===== config.mk =====
export PLATFORM = sky130hd
export DESIGN_NAME = i2s_rx
export DESIGN_NICKNAME = d
export VERILOG_FILES = /design/src/rtl/i2s_rx.sv
export SDC_FILE = /design/constraint.sdc
export NUM_CORES = 1
export LEC_CHECK = 0
export BUFFER_PORTS_ARGS = -buffer_cell sky130_fd_sc_hd__buf_2
export CAP_MARGIN = 5
export CORE_MARGIN = 10
export CORE_UTILIZATION = 24
export CTS_CLUSTER_SIZE = 10
export DETAILED_ROUTE_END_ITERATION = 10
export GPL_ROUTABILITY_DRIVEN = 0
export PLACE_DENSITY = 0.38
export SYNTH_ARGS = -nofsm -noshare
export SYNTH_HDL_FRONTEND = slang
export SYNTH_SLANG_ARGS = --single-unit
export TNS_END_PERCENT = 1

===== constraint.sdc =====
create_clock -name mclk_i -period 2.7 [get_ports mclk_i]
set_input_delay 0.27 -clock mclk_i [delete_from_list [all_inputs] [get_ports mclk_i]]
set_output_delay 0.27 -clock mclk_i [all_outputs]
set_load 0.05 [all_outputs]

===== src/rtl/i2s_rx.sv =====
// I2S receiver for a PCM1808-style ADC: oversamples BCLK/LRCLK/SDATA on MCLK,
// deserialises left/right words and presents them as a valid/ready stereo pair.
module i2s_rx #(
    parameter int DATA_W     = 24,
    parameter int SLOT_BCLKS = 32
) (
    input  logic              mclk_i,
    input  logic              rst_n_i,
    input  logic              devices_ready_i,
    input  logic              bclk_i,
    input  logic              lrclk_i,
    input  logic              sdata_i,
    output logic [DATA_W-1:0] left_o,
    output logic [DATA_W-1:0] right_o,
    output logic              valid_o,
    input  logic              ready_i,
    output logic              overrun_o,
    output logic              frame_err_o,
    input  logic              clear_i
);

    localparam int IDX_W = $clog2(SLOT_BCLKS + 1);
    localparam logic [IDX_W-1:0] SLOT_IDX = IDX_W'(SLOT_BCLKS);
    localparam logic [IDX_W-1:0] LAST_IDX = IDX_W'(DATA_W);

    typedef enum logic [1:0] {IDLE, SYNC, LEFT, RIGHT} state_e;

    state_e            state_q, state_d;
    logic [IDX_W-1:0]  idx_q, idx_d;
    logic [DATA_W-1:0] sh_q, sh_d;
    logic [DATA_W-1:0] lword_q, lword_d;
    logic [DATA_W-1:0] left_q, left_d, right_q, right_d;
    logic              valid_q, valid_d, ovr_q, ovr_d, ferr_q, ferr_d;
    logic              bclk_s1_q, bclk_s2_q, lr_s1_q, lr_s2_q, sd_s1_q;
    logic              rise, lr_edge, lr_fall, capture, complete, ovr_set, ferr_set;

    assign rise    = bclk_s1_q & ~bclk_s2_q;
    assign lr_edge = lr_s1_q ^ lr_s2_q;
    assign lr_fall = ~lr_s1_q & lr_s2_q;
    // Index 0 is the previous word's trailing bit; indices past DATA_W are padding.
    assign capture = rise && !lr_edge && (idx_q != '0) && (idx_q <= LAST_IDX);

    always_comb begin
        state_d  = state_q;
        idx_d    = idx_q;
        sh_d     = sh_q;
        lword_d  = lword_q;
        left_d   = left_q;
        right_d  = right_q;
        valid_d  = valid_q;
        complete = 1'b0;
        ovr_set  = 1'b0;
        ferr_set = 1'b0;

        if (valid_q && ready_i) valid_d = 1'b0;

        if (!devices_ready_i) begin
            state_d = IDLE;
            idx_d   = '0;
            sh_d    = '0;
            lword_d = '0;
        end else begin
            if (lr_edge) idx_d = '0;
            else if (rise && idx_q != SLOT_IDX) idx_d = idx_q + 1'b1;

            unique case (state_q)
                IDLE: state_d = SYNC;
                SYNC: if (lr_fall) state_d = LEFT;
                LEFT, RIGHT: begin
                    if (capture) sh_d = {sh_q[DATA_W-2:0], sd_s1_q};
                    complete = capture && (state_q == RIGHT) && (idx_q == LAST_IDX);
                    if (lr_edge) begin
                        if (idx_q != SLOT_IDX) begin
                            ferr_set = 1'b1;
                            state_d  = SYNC;
                        end else if (state_q == LEFT) begin
                            state_d = RIGHT;
                            lword_d = sh_q;
                        end else begin
                            state_d = LEFT;
                        end
                    end
                end
                default: state_d = IDLE;
            endcase
        end

        // A completion may reload in the same cycle the consumer takes the old pair.
        if (complete) begin
            if (!valid_q || ready_i) begin
                left_d  = lword_q;
                right_d = {sh_q[DATA_W-2:0], sd_s1_q};
                valid_d = 1'b1;
            end else begin
                ovr_set = 1'b1;
            end
        end

        ovr_d  = ovr_set  | (ovr_q  & ~clear_i);
        ferr_d = ferr_set | (ferr_q & ~clear_i);
    end

    always_ff @(posedge mclk_i or negedge rst_n_i) begin
        if (!rst_n_i) begin
            state_q   <= IDLE;
            idx_q     <= '0;
            sh_q      <= '0;
            lword_q   <= '0;
            left_q    <= '0;
            right_q   <= '0;
            valid_q   <= 1'b0;
            ovr_q     <= 1'b0;
            ferr_q    <= 1'b0;
            bclk_s1_q <= 1'b0;
            bclk_s2_q <= 1'b0;
            lr_s1_q   <= 1'b0;
            lr_s2_q   <= 1'b0;
            sd_s1_q   <= 1'b0;
        end else begin
            state_q   <= state_d;
            idx_q     <= idx_d;
            sh_q      <= sh_d;
            lword_q   <= lword_d;
            left_q    <= left_d;
            right_q   <= right_d;
            valid_q   <= valid_d;
            ovr_q     <= ovr_d;
            ferr_q    <= ferr_d;
            bclk_s1_q <= bclk_i;
            bclk_s2_q <= bclk_s1_q;
            lr_s1_q   <= lrclk_i;
            lr_s2_q   <= lr_s1_q;
            sd_s1_q   <= sdata_i;
        end
    end

    assign left_o      = left_q;
    assign right_o     = right_q;
    assign valid_o     = valid_q;
    assign overrun_o   = ovr_q;
    assign frame_err_o = ferr_q;

endmodule

==> flow_summary_export.csv, run 1 <==
group,metric,value,unit
status,outcome,"completed",
grt,antenna_found_initial,0,
yosys,async_flop_share,1.00,
grt,grt_overflow_total,0,
grt,grt_max_degree,55,
setup_path,cp_slowest_stage_delay,0.77,ns
clock_network,hold_buffers,1,
drt,viasPerCell,4.26,
clock_network,cts_root_buf,"clkbuf_16",
yosys,ys_types,35,
yosys,yosysSeqAreaShare,0.619,
yosys,ys_seq_elements,112,
timing,tightest_slew,0.837,ns
timing,slew_headroom,0.442,
setup_path,cp.required,2.97,ns
clock_network,clock_latency,0.36,ns
timing,skew,0.0105,ns
power_and_ir_drop,leakage,2.77,nW
clock_network,numCtsBuffers,9,
timing,slew_violations,0,
floorplan,dieArea,24800,µm²
power_and_ir_drop,switching_share,0.222,
floorplan,io_pins,59,
drt,drtIter0Drc,85,
grt,grt_pass1_vias,2903,
timing,hold_violations,0,
final_layout,antennaDiodeCount,0,
drt,drc,0,
final_layout,nets,403,
clock_network,cts_post_setup_buffers_inserted,0,
timing,clock.fmax,493,MHz
final_layout,area_delta_synth_final,17.5,%
power_and_ir_drop,pwr-share-seq,0.558,
clock_network,clock_path_buffers,2,
final_layout,drive_gt1_frac,0.334,
drt,firstDrtPassIters,4,
setup_path,startpoint_type,"register",
setup_path,endpoint_kind,"register",
power_and_ir_drop,internal_power,2.35,mW
placement,dpl.cell_count,614,
yosys,netlist_area,4530,µm²
clock_network,cts_resized,0,
power_and_ir_drop,powerDensity,569,nW/µm²
yosys,syn_avg_cell_area,13.7,µm²
setup_path,crit_buf_inv,1,
clock_network,cts_tree,"built",
yosys,synthesis.nets,342,
floorplan,dieWidth,157,µm
setup_path,cp_cell_sequence,"inv_1 -> ha_1 -> or4b_1 -> o2111a_2 -> mux2i_1",
floorplan,core_area,18600,µm²
setup_path,crit_path_max_fanout,24,
yosys,yosys_most_used_dff,"dfrtp_1",
setup_path,arrival,2.30,ns
min_path,min_path_type,"in2reg",
final_layout,multiInputGateArea,1570,µm²
final_layout,fill_cells,1945,
power_and_ir_drop,p_sw,674,µW
timing,setup_viol_count_final,0,
yosys,yosysWarnings,0,
run,drv_cap,0,
drt,vias,2679,
floorplan,fp-row-count,50,
power_and_ir_drop,pwr-share-comb,0.030,
floorplan,start_util,0.243,
timing,min_period_over_period,0.751,
placement,dp_hpwl,6750,µm
clock_network,clk_pin_slew,0.07,ns
drt,finalWirelength,10100,µm
timing,fin_setup_tns,0,ns
grt,grt_first_pass_wirelength,16400,µm
final_layout,post-route-util,0.285,
drt,antenna_left,0,
drt,wl_per_cell,16.0,µm
placement,io_buffers,58,
timing,rsz0062_at_grt,"false",
setup_path,path_class,"reg2reg",
floorplan,die_y,157,µm
power_and_ir_drop,pwr-share-clk,0.412,
yosys,netlist_instances,331,
final_layout,finalNonFillerCells,629,
grt,grt_usage,0.0859,
setup_path,cp_top_family,"compound AO/OA/AOI/OAI gates",
power_and_ir_drop,ir_worst_vdd,0.290,mV
final_layout,seq_area,2800,µm²
timing,min_period,2.03,ns
clock_network,clock_sinks,112,
yosys,synth_edf_count,0,
clock_network,h-tree-depth,3,
setup_path,slowest_stage,"o2111a_2",
-- cell families (layout without fill, tap and decap cells) --
| family | after synthesis | in the layout | synth area share |
|---|---|---|---|
| compound gates | 15 | 15 | 0.0229 |
| fa+ha+maj | 3 | 3 | 0.00829 |
| buf+inv | 21 | 85 | 0.0343 |
| flops | 112 | 112 | 0.619 |
| mux | 98 | 98 | 0.230 |
| simple gates | 82 | 82 | 0.0857 |
-- metal layers --
layer  vias up  wire length, µm  global-route usage
met4         0              399              0.0619
li1       1260                -                   -
met2        46             4710               0.133
met5         -                0                   0
met1      1348             4570               0.103
met3        25              391              0.0194
-- area by class of cell --
class                      count  share of cell area
timing repair buffer          67              0.0705
multi-input combinational    198               0.295
clock buffer                  12              0.0463
tap                          234              0.0550
inverter                       4             0.00282
sequential                   112               0.527
clock inverter                 2             0.00329
-- stage by stage --
stage                     worst slack, ns  power (mW)  hold WS, ns  cell area, µm²
after floorplan                     0.879        1.76      -0.0256            4530
after global placement              0.688        1.82        0.365            5050
after detailed placement            0.651        1.82        0.365            5050
after CTS                           0.622        3.09      0.00718            5320
after global routing                0.506        3.16       0.0121            5320
final                               0.672        3.03       0.0253            5320
-- final timing paths --
check                          from  slack (ns)    endpoint  cells past startpoint
min in group asynchronous   rst_n_i        0.50  right_o[3]                      2
min                         sdata_i        0.03     sd_s1_q                      1
max in group asynchronous   rst_n_i        1.50  left_o[21]                      3
min reg2reg                 lr_s1_q        0.38     lr_s2_q                      0
max                        idx_q[0]        0.67    sh_q[20]                      5
max reg2reg                idx_q[0]        0.67    sh_q[20]                      5
-- state kept, by name (all words and copies together) (netlist names), 2 cells and up --
signal,cells
lword_q,24
left_o,24
right_o,24
state_q,2
idx_q,6
sh_q,24
-- layout by cell type (no fill, tap or decap), types with 3 or more instances in the layout --
cell type	n
mux2i_1	50
a21oi_1	6
nand2_1	62
clkbuf_16	9
buf_4	8
inv_1	4
mux2_2	48
buf_2	57
dfrtp_1	112
ha_1	3
-- cell usage after synthesis (2+ instances only) --
library cell	instances	area share
dfrtp_1	112	0.62
nand2_1	62	0.051
mux2i_1	50	0.11
mux2_2	48	0.12
a21oi_1	6	0.0066
buf_2	5	0.0055
buf_6	5	0.012
clkbuf_1	5	0.0041
inv_1	4	0.0033
ha_1	3	0.0083
and4_1	2	0.0039
buf_12	2	0.0088
nand2b_1	2	0.0028
nand3_1	2	0.0022
o21ai_0	2	0.0022
or3_1	2	0.0028
-- power groups by stage --
stage | Sequential (mW) | Clock (mW) | Combinational (mW)
2_1_floorplan | 1.72 | 0 | 0.0336
3_3_place_gp | 1.72 | 0 | 0.0938
3_5_place_dp | 1.72 | 0 | 0.0954
4_1_cts | 1.69 | 1.31 | 0.0966
5_1_grt | 1.69 | 1.37 | 0.106
6_report | 1.69 | 1.25 | 0.0916
No activity file was read; power rests on OpenSTA's default activity.
==> inputs of run 2 (changes only) <==
--- a/config.mk
+++ b/config.mk
@@ -12,7 +12,7 @@
 export CTS_CLUSTER_SIZE = 10
 export DETAILED_ROUTE_END_ITERATION = 10
 export GPL_ROUTABILITY_DRIVEN = 0
-export PLACE_DENSITY = 0.38
+export PLACE_DENSITY = 0.39
 export SYNTH_ARGS = -nofsm -noshare
 export SYNTH_HDL_FRONTEND = slang
 export SYNTH_SLANG_ARGS = --single-unit
==> constraint.sdc (replaced) <==
create_clock -name mclk_i -period 1.7 [get_ports mclk_i]
set_input_delay 0.17 -clock mclk_i [delete_from_list [all_inputs] [get_ports mclk_i]]
set_output_delay 0.17 -clock mclk_i [all_outputs]
set_load 0.05 [all_outputs]
==> run 2 against run 1 <==
Effect of this change:
- the flow now finishes with violations (negative setup slack)
- global-route usage increased by 0.23 points
- maximum frequency increased by 16%
- worst setup slack got worse by 0.72 ns
- sequential power increased by 59%
- sequential share of layout area decreased by 3.2 points
- first-iteration DRC count increased by 51%
- die area unchanged
- largest cell class unchanged
- largest power group unchanged
- highest routed layer unchanged
==> flow_summary_export.csv, run 2 (synthesis results as in run 1) <==
group,metric,value,unit
placement,dp_hpwl,6940,µm
setup_path,r2r_start,"lr_s1_q",
power_and_ir_drop,pwr-share-clk,0.435,
clock_network,cts_tree,"built",
min_path,min_path_type,"in2reg",
setup_path,path_class,"reg2reg",
power_and_ir_drop,internal_power,3.97,mW
timing,holdWs,0.0967,ns
floorplan,core_area,18600,µm²
setup_path,cp_cell_sequence,"inv_2 -> ha_4 -> and4_4 -> nand4_1 -> buf_4 -> buf_16 -> mux2_2",
clock_network,cts_root_buf,"clkbuf_16",
grt,antenna_found_initial,0,
timing,slew_headroom,0.615,
setup_path,cp.required,1.93,ns
setup_path,crit_path_max_fanout,14,
setup_path,arrival,1.99,ns
drt,firstDrtPassIters,4,
timing,skew,0.0139,ns
final_layout,final_common_cell,"dfrtp_1",
grt,grt_max_degree,55,
floorplan,dieArea,24800,µm²
power_and_ir_drop,switching_share,0.215,
grt,grt_overflow_total,0,
final_layout,nets,423,
setup_path,endpoint_kind,"register",
final_layout,final_cell_area,5670,µm²
power_and_ir_drop,power,5.05,mW
drt,antenna_left,0,
final_layout,multiInputGateArea,1600,µm²
final_layout,post-route-util,0.304,
floorplan,die_y,157,µm
floorplan,fp-row-count,50,
setup_path,cp_slowest_stage_delay,0.36,ns
power_and_ir_drop,p_sw,1.09,mW
power_and_ir_drop,leakage,2.93,nW
final_layout,final_cell_mix,"112 x dfrtp_1, 62 x nand2_1, 57 x buf_2",
final_layout,fill_cells,1897,
timing,min_period_over_period,1.03,
placement,io_buffers,58,
timing,setup_viol_count_final,48,
drt,vias,2777,
setup_path,setup.worst_path.start,"lr_s1_q",
drt,drtIter0Drc,128,
floorplan,start_util,0.243,
timing,tightest_slew,0.577,ns
min_path,hold_end,"overrun_o",
run,drv_cap,0,
timing,min_period,1.75,ns
status,violations,"negative setup slack",
final_layout,antennaDiodeCount,0,
final_layout,seq_area,2800,µm²
timing,rsz0062_at_grt,"true",
clock_network,clock_path_buffers,2,
power_and_ir_drop,pwr-share-seq,0.531,
timing,slew_violations,0,
setup_path,startpoint_type,"register",
power_and_ir_drop,powerDensity,892,nW/µm²
power_and_ir_drop,pwr-share-comb,0.034,
drt,drc,0,
min_path,holdPathStages,3,
setup_path,slowest_stage,"dfrtp_1",
final_layout,drive_gt1_frac,0.379,
drt,wl_per_cell,15.9,µm
setup_path,rr_endpoint,"left_o[15]",
timing,clock.fmax,571,MHz
clock_network,clock_latency,0.35,ns
timing,setup_ws,-0.0523,ns
drt,viasPerCell,4.27,
timing,hold_violations,0,
placement,place_area,5210,µm²
min_path,holdCritStartpoint,"clear_i",
clock_network,h-tree-depth,3,
clock_network,clock_sinks,112,
floorplan,dieWidth,157,µm
floorplan,io_pins,59,
setup_path,rrSetupSlack,-0.05,ns
status,outcome,"finished with violations",
final_layout,area_delta_synth_final,25.2,%
setup_path,ff2ff_path_depth,7,
clock_network,clk_pin_slew,0.07,ns
drt,finalWirelength,10300,µm
grt,grt_pass1_vias,3115,
grt,grt_first_pass_wirelength,17000,µm
power_and_ir_drop,ir_worst_vdd,0.433,mV
grt,grt_usage,0.0882,
clock_network,numCtsBuffers,9,
run 2: routing by layer:
metal	global-route usage	vias up	wire, µm
met5	0	-	0
met4	0.0334	0	99
met3	0.0246	6	345
met2	0.150	43	5240
met1	0.103	1417	4660
li1	-	1311	-
run 2: how the worst max path moves through the flow:
stage	endpoint	slack, ns	cells after the start
3_3_place_gp	left_o[9]	-0.05	6
2_1_floorplan	sh_q[10]	-0.005	7
5_1_grt	left_o[14]	-0.15	7
3_5_place_dp	left_o[8]	-0.1	6
6_report	left_o[15]	-0.05	7
4_1_cts	left_o[11]	-0.03	7
run 2: area by class of cell:
| type | instances | area share |
|---|---|---|
| clock buffer | 13 | 0.0459 |
| tap | 234 | 0.0517 |
| timing repair buffer | 87 | 0.114 |
| sequential | 112 | 0.494 |
| inverter | 4 | 0.00265 |
| clock inverter | 3 | 0.00839 |
| multi-input combinational | 198 | 0.283 |
run 2: power by group through the flow:
| stage | Sequential (mW) | Combinational [mW] | Clock [mW] |
|---|---|---|---|
| after global routing | 2.68 | 0.196 | 2.40 |
| after CTS | 2.68 | 0.176 | 2.30 |
| after floorplan | 2.74 | 0.0564 | 0 |
| after global placement | 2.74 | 0.167 | 0 |
| final | 2.68 | 0.171 | 2.20 |
| after detailed placement | 2.74 | 0.168 | 0 |
run 2: metrics by stage:
stage / std cells / setup WS (ns) / setup TNS (ns)
2_1_floorplan: 331 / -0.00545 / -0.108
3_3_place_gp: 627 / -0.0512 / -1.96
3_5_place_dp: 627 / -0.0970 / -3.23
4_1_cts: 651 / -0.0347 / -1.13
5_1_grt: 651 / -0.150 / -6.35
6_report: 651 / -0.0523 / -1.76
run 2: timing repair:
item,in CTS,in global routing
resized for setup,9,6
setup endpoints to repair,72,98
setup buffers,2,0
gates cloned,2,0
pin swaps,2,3
hold buffers,4,0
hold endpoints to repair,21,0
run 2: critical path, delay by kind of cell (launching register included):
kind	cells	cell delay, ns
buf+inv	3	0.40
simple gates	2	0.35
mux	1	0.26
flops	1	0.36
fa+ha+maj	1	0.26
==> inputs of run 3 (changes only) <==
--- a/config.mk
+++ b/config.mk
@@ -7,12 +7,15 @@
 export LEC_CHECK = 0
 export BUFFER_PORTS_ARGS = -buffer_cell sky130_fd_sc_hd__buf_2
 export CAP_MARGIN = 5
+export CORE_ASPECT_RATIO = 1.25
 export CORE_MARGIN = 10
 export CORE_UTILIZATION = 24
 export CTS_CLUSTER_SIZE = 10
 export DETAILED_ROUTE_END_ITERATION = 10
 export GPL_ROUTABILITY_DRIVEN = 0
+export GPL_TIMING_DRIVEN = 0
 export PLACE_DENSITY = 0.39
+export SLEW_MARGIN = 25
 export SYNTH_ARGS = -nofsm -noshare
 export SYNTH_HDL_FRONTEND = slang
 export SYNTH_SLANG_ARGS = --single-unit
==> run 3 against run 2 <==
Effect of this change:
- critical path type unchanged
- via count decreased by 0.58%
- highest routed layer unchanged
- the flow still finishes with violations (negative setup slack)
- register-to-register slack got worse by 0.07 ns
- routed wire length grew 2.3%
- clock skew is 0.0056 ns lower
==> flow_summary_export.csv, run 3 (synthesis results as in run 1) <==
group,metric,value,unit
drt,wl_met2,4860,µm
clock_network,clk_pin_slew,0.08,ns
drt,wl_per_cell,16.3,µm
run,drv_cap,0,
final_layout,nets,422,
clock_network,numCtsBuffers,9,
floorplan,fp-row-count,56,
floorplan,die_y,174,µm
setup_path,arrival,2.07,ns
final_layout,final_common_cell,"dfrtp_1",
setup_path,crit_path_max_fanout,5,
timing,clock.fmax,548,MHz
final_layout,antennaDiodeCount,0,
timing,holdWs,0.0922,ns
grt,grt_first_pass_wirelength,17700,µm
status,outcome,"finished with violations",
placement,io_buffers,57,
final_layout,drive_gt1_frac,0.368,
drt,drc,0,
placement,place_area,5160,µm²
grt,grt_usage,0.0914,
drt,wl_met1,5000,µm
grt,grt_max_degree,59,
final_layout,fill_cells,1951,
floorplan,io_pins,59,
final_layout,finalNonFillerCells,648,
floorplan,dieArea,24800,µm²
setup_path,endpoint_kind,"register",
clock_network,clock_path_buffers,2,
grt,grt_pass1_vias,3202,
floorplan,dieWidth,143,µm
timing,rsz0062_at_grt,"true",
final_layout,multiInputGateArea,1620,µm²
timing,hold_violations,0,
placement,dpl_worst_slack,-0.248,ns
power_and_ir_drop,powerDensity,872,nW/µm²
timing,slew_violations,0,
setup_path,path_class,"reg2reg",
final_layout,final_cell_mix,"112 x dfrtp_1, 62 x nand2_1, 57 x buf_2",
grt,grt_overflow_total,0,
floorplan,start_util,0.243,
drt,viasPerCell,4.26,
power_and_ir_drop,ir_worst_vdd,0.434,mV
final_layout,final_cell_area,5640,µm²
clock_network,cts_tree,"built",
status,violations,"negative setup slack",
setup_path,cp.required,1.94,ns
drt,drtIter0Drc,72,
clock_network,h-tree-depth,3,
final_layout,seq_area,2800,µm²
drt,vias,2761,
final_layout,post-route-util,0.302,
drt,routed.top_layer,"met4",
placement,dpl.cell_count,621,
clock_network,clock_sinks,112,
clock_network,cts_root_buf,"clkbuf_16",
final_layout,area_delta_synth_final,24.5,%
drt,antenna_left,0,
timing,skew,0.00829,ns
placement,dp_hpwl,7300,µm
drt,finalWirelength,10600,µm
drt,firstDrtPassIters,4,
timing,min_period_over_period,1.07,
timing,tightest_slew,0.580,ns
timing,setup_ws,-0.126,ns
power_and_ir_drop,leakage,2.90,nW
setup_path,startpoint_type,"register",
grt,antenna_found_initial,0,
timing,slew_headroom,0.613,
timing,setup_viol_count_final,68,
floorplan,core_area,18600,µm²
drt,routed-wl-met3,563,µm
min_path,min_path_type,"in2reg",
clock_network,clock_latency,0.35,ns
timing,min_period,1.83,ns
-- run 3: path summary, 6_finish.rpt --
path | from | to | slack (ns) | depth (start not counted)
hold / removal | clear_i | overrun_o | 0.09 | 3
min in group asynchronous | rst_n_i | right_o[3] | 0.34 | 2
setup / recovery | lr_s1_q | right_o[2] | -0.13 | 7
hold reg to reg | lr_s1_q | lr_s2_q | 0.42 | 0
setup reg to reg | lr_s1_q | right_o[2] | -0.13 | 7
max in group asynchronous | rst_n_i | left_o[17] | 0.72 | 3
-- run 3: where the power goes --
group	total, mW	leakage (nW)	internal (mW)	switching (mW)
Clock	2.06	0.127	1.04	1.02
Sequential	2.68	1.55	2.67	0.0100
Combinational	0.175	1.22	0.0587	0.116
-- run 3: critical path, stage by stage, from the launching register on --
cell and delay, ns:
dfrtp_1 0.38, inv_2 0.06, ha_4 0.27, and4_1 0.20, nand4_1 0.18, buf_6 0.20
clkbuf_16 0.16, mux2_2 0.27
-- run 3: metrics by stage --
stage / power (mW) / setup TNS, ns
2_1_floorplan: 2.79 / -0.108
3_3_place_gp: 2.88 / -127.61
3_5_place_dp: 2.90 / -16.04
4_1_cts: 4.99 / -5.12
5_1_grt: 5.14 / -11.73
6_report: 4.92 / -4.49
-- run 3: what timing repair did --
item / 4_1_cts / 5_1_grt
hold endpoints to repair: 60 / 0
hold buffers: 4 / 0
pin swaps: 4 / 2
gates cloned: 0 / 1
setup buffers: 6 / 0
gates resized for setup: 15 / 7
endpoints found under the setup margin: 94 / 88
-- run 3: final cells by class --
type	instances	area share
inverters	4	0.00266
plain buffers	17	0.0342
repair buffers	69	0.0775
flip-flops and latches	112	0.497
clock buffers	10	0.0424
multi-input cells	198	0.287
well taps	232	0.0515
clock inverters	6	0.00777
-- run 3: routing by layer --
layer,GRT usage,up-vias
met2,0.142,51
li1,-,1309
met4,0.0336,0
met1,0.115,1391
met3,0.0310,10
met5,0,-
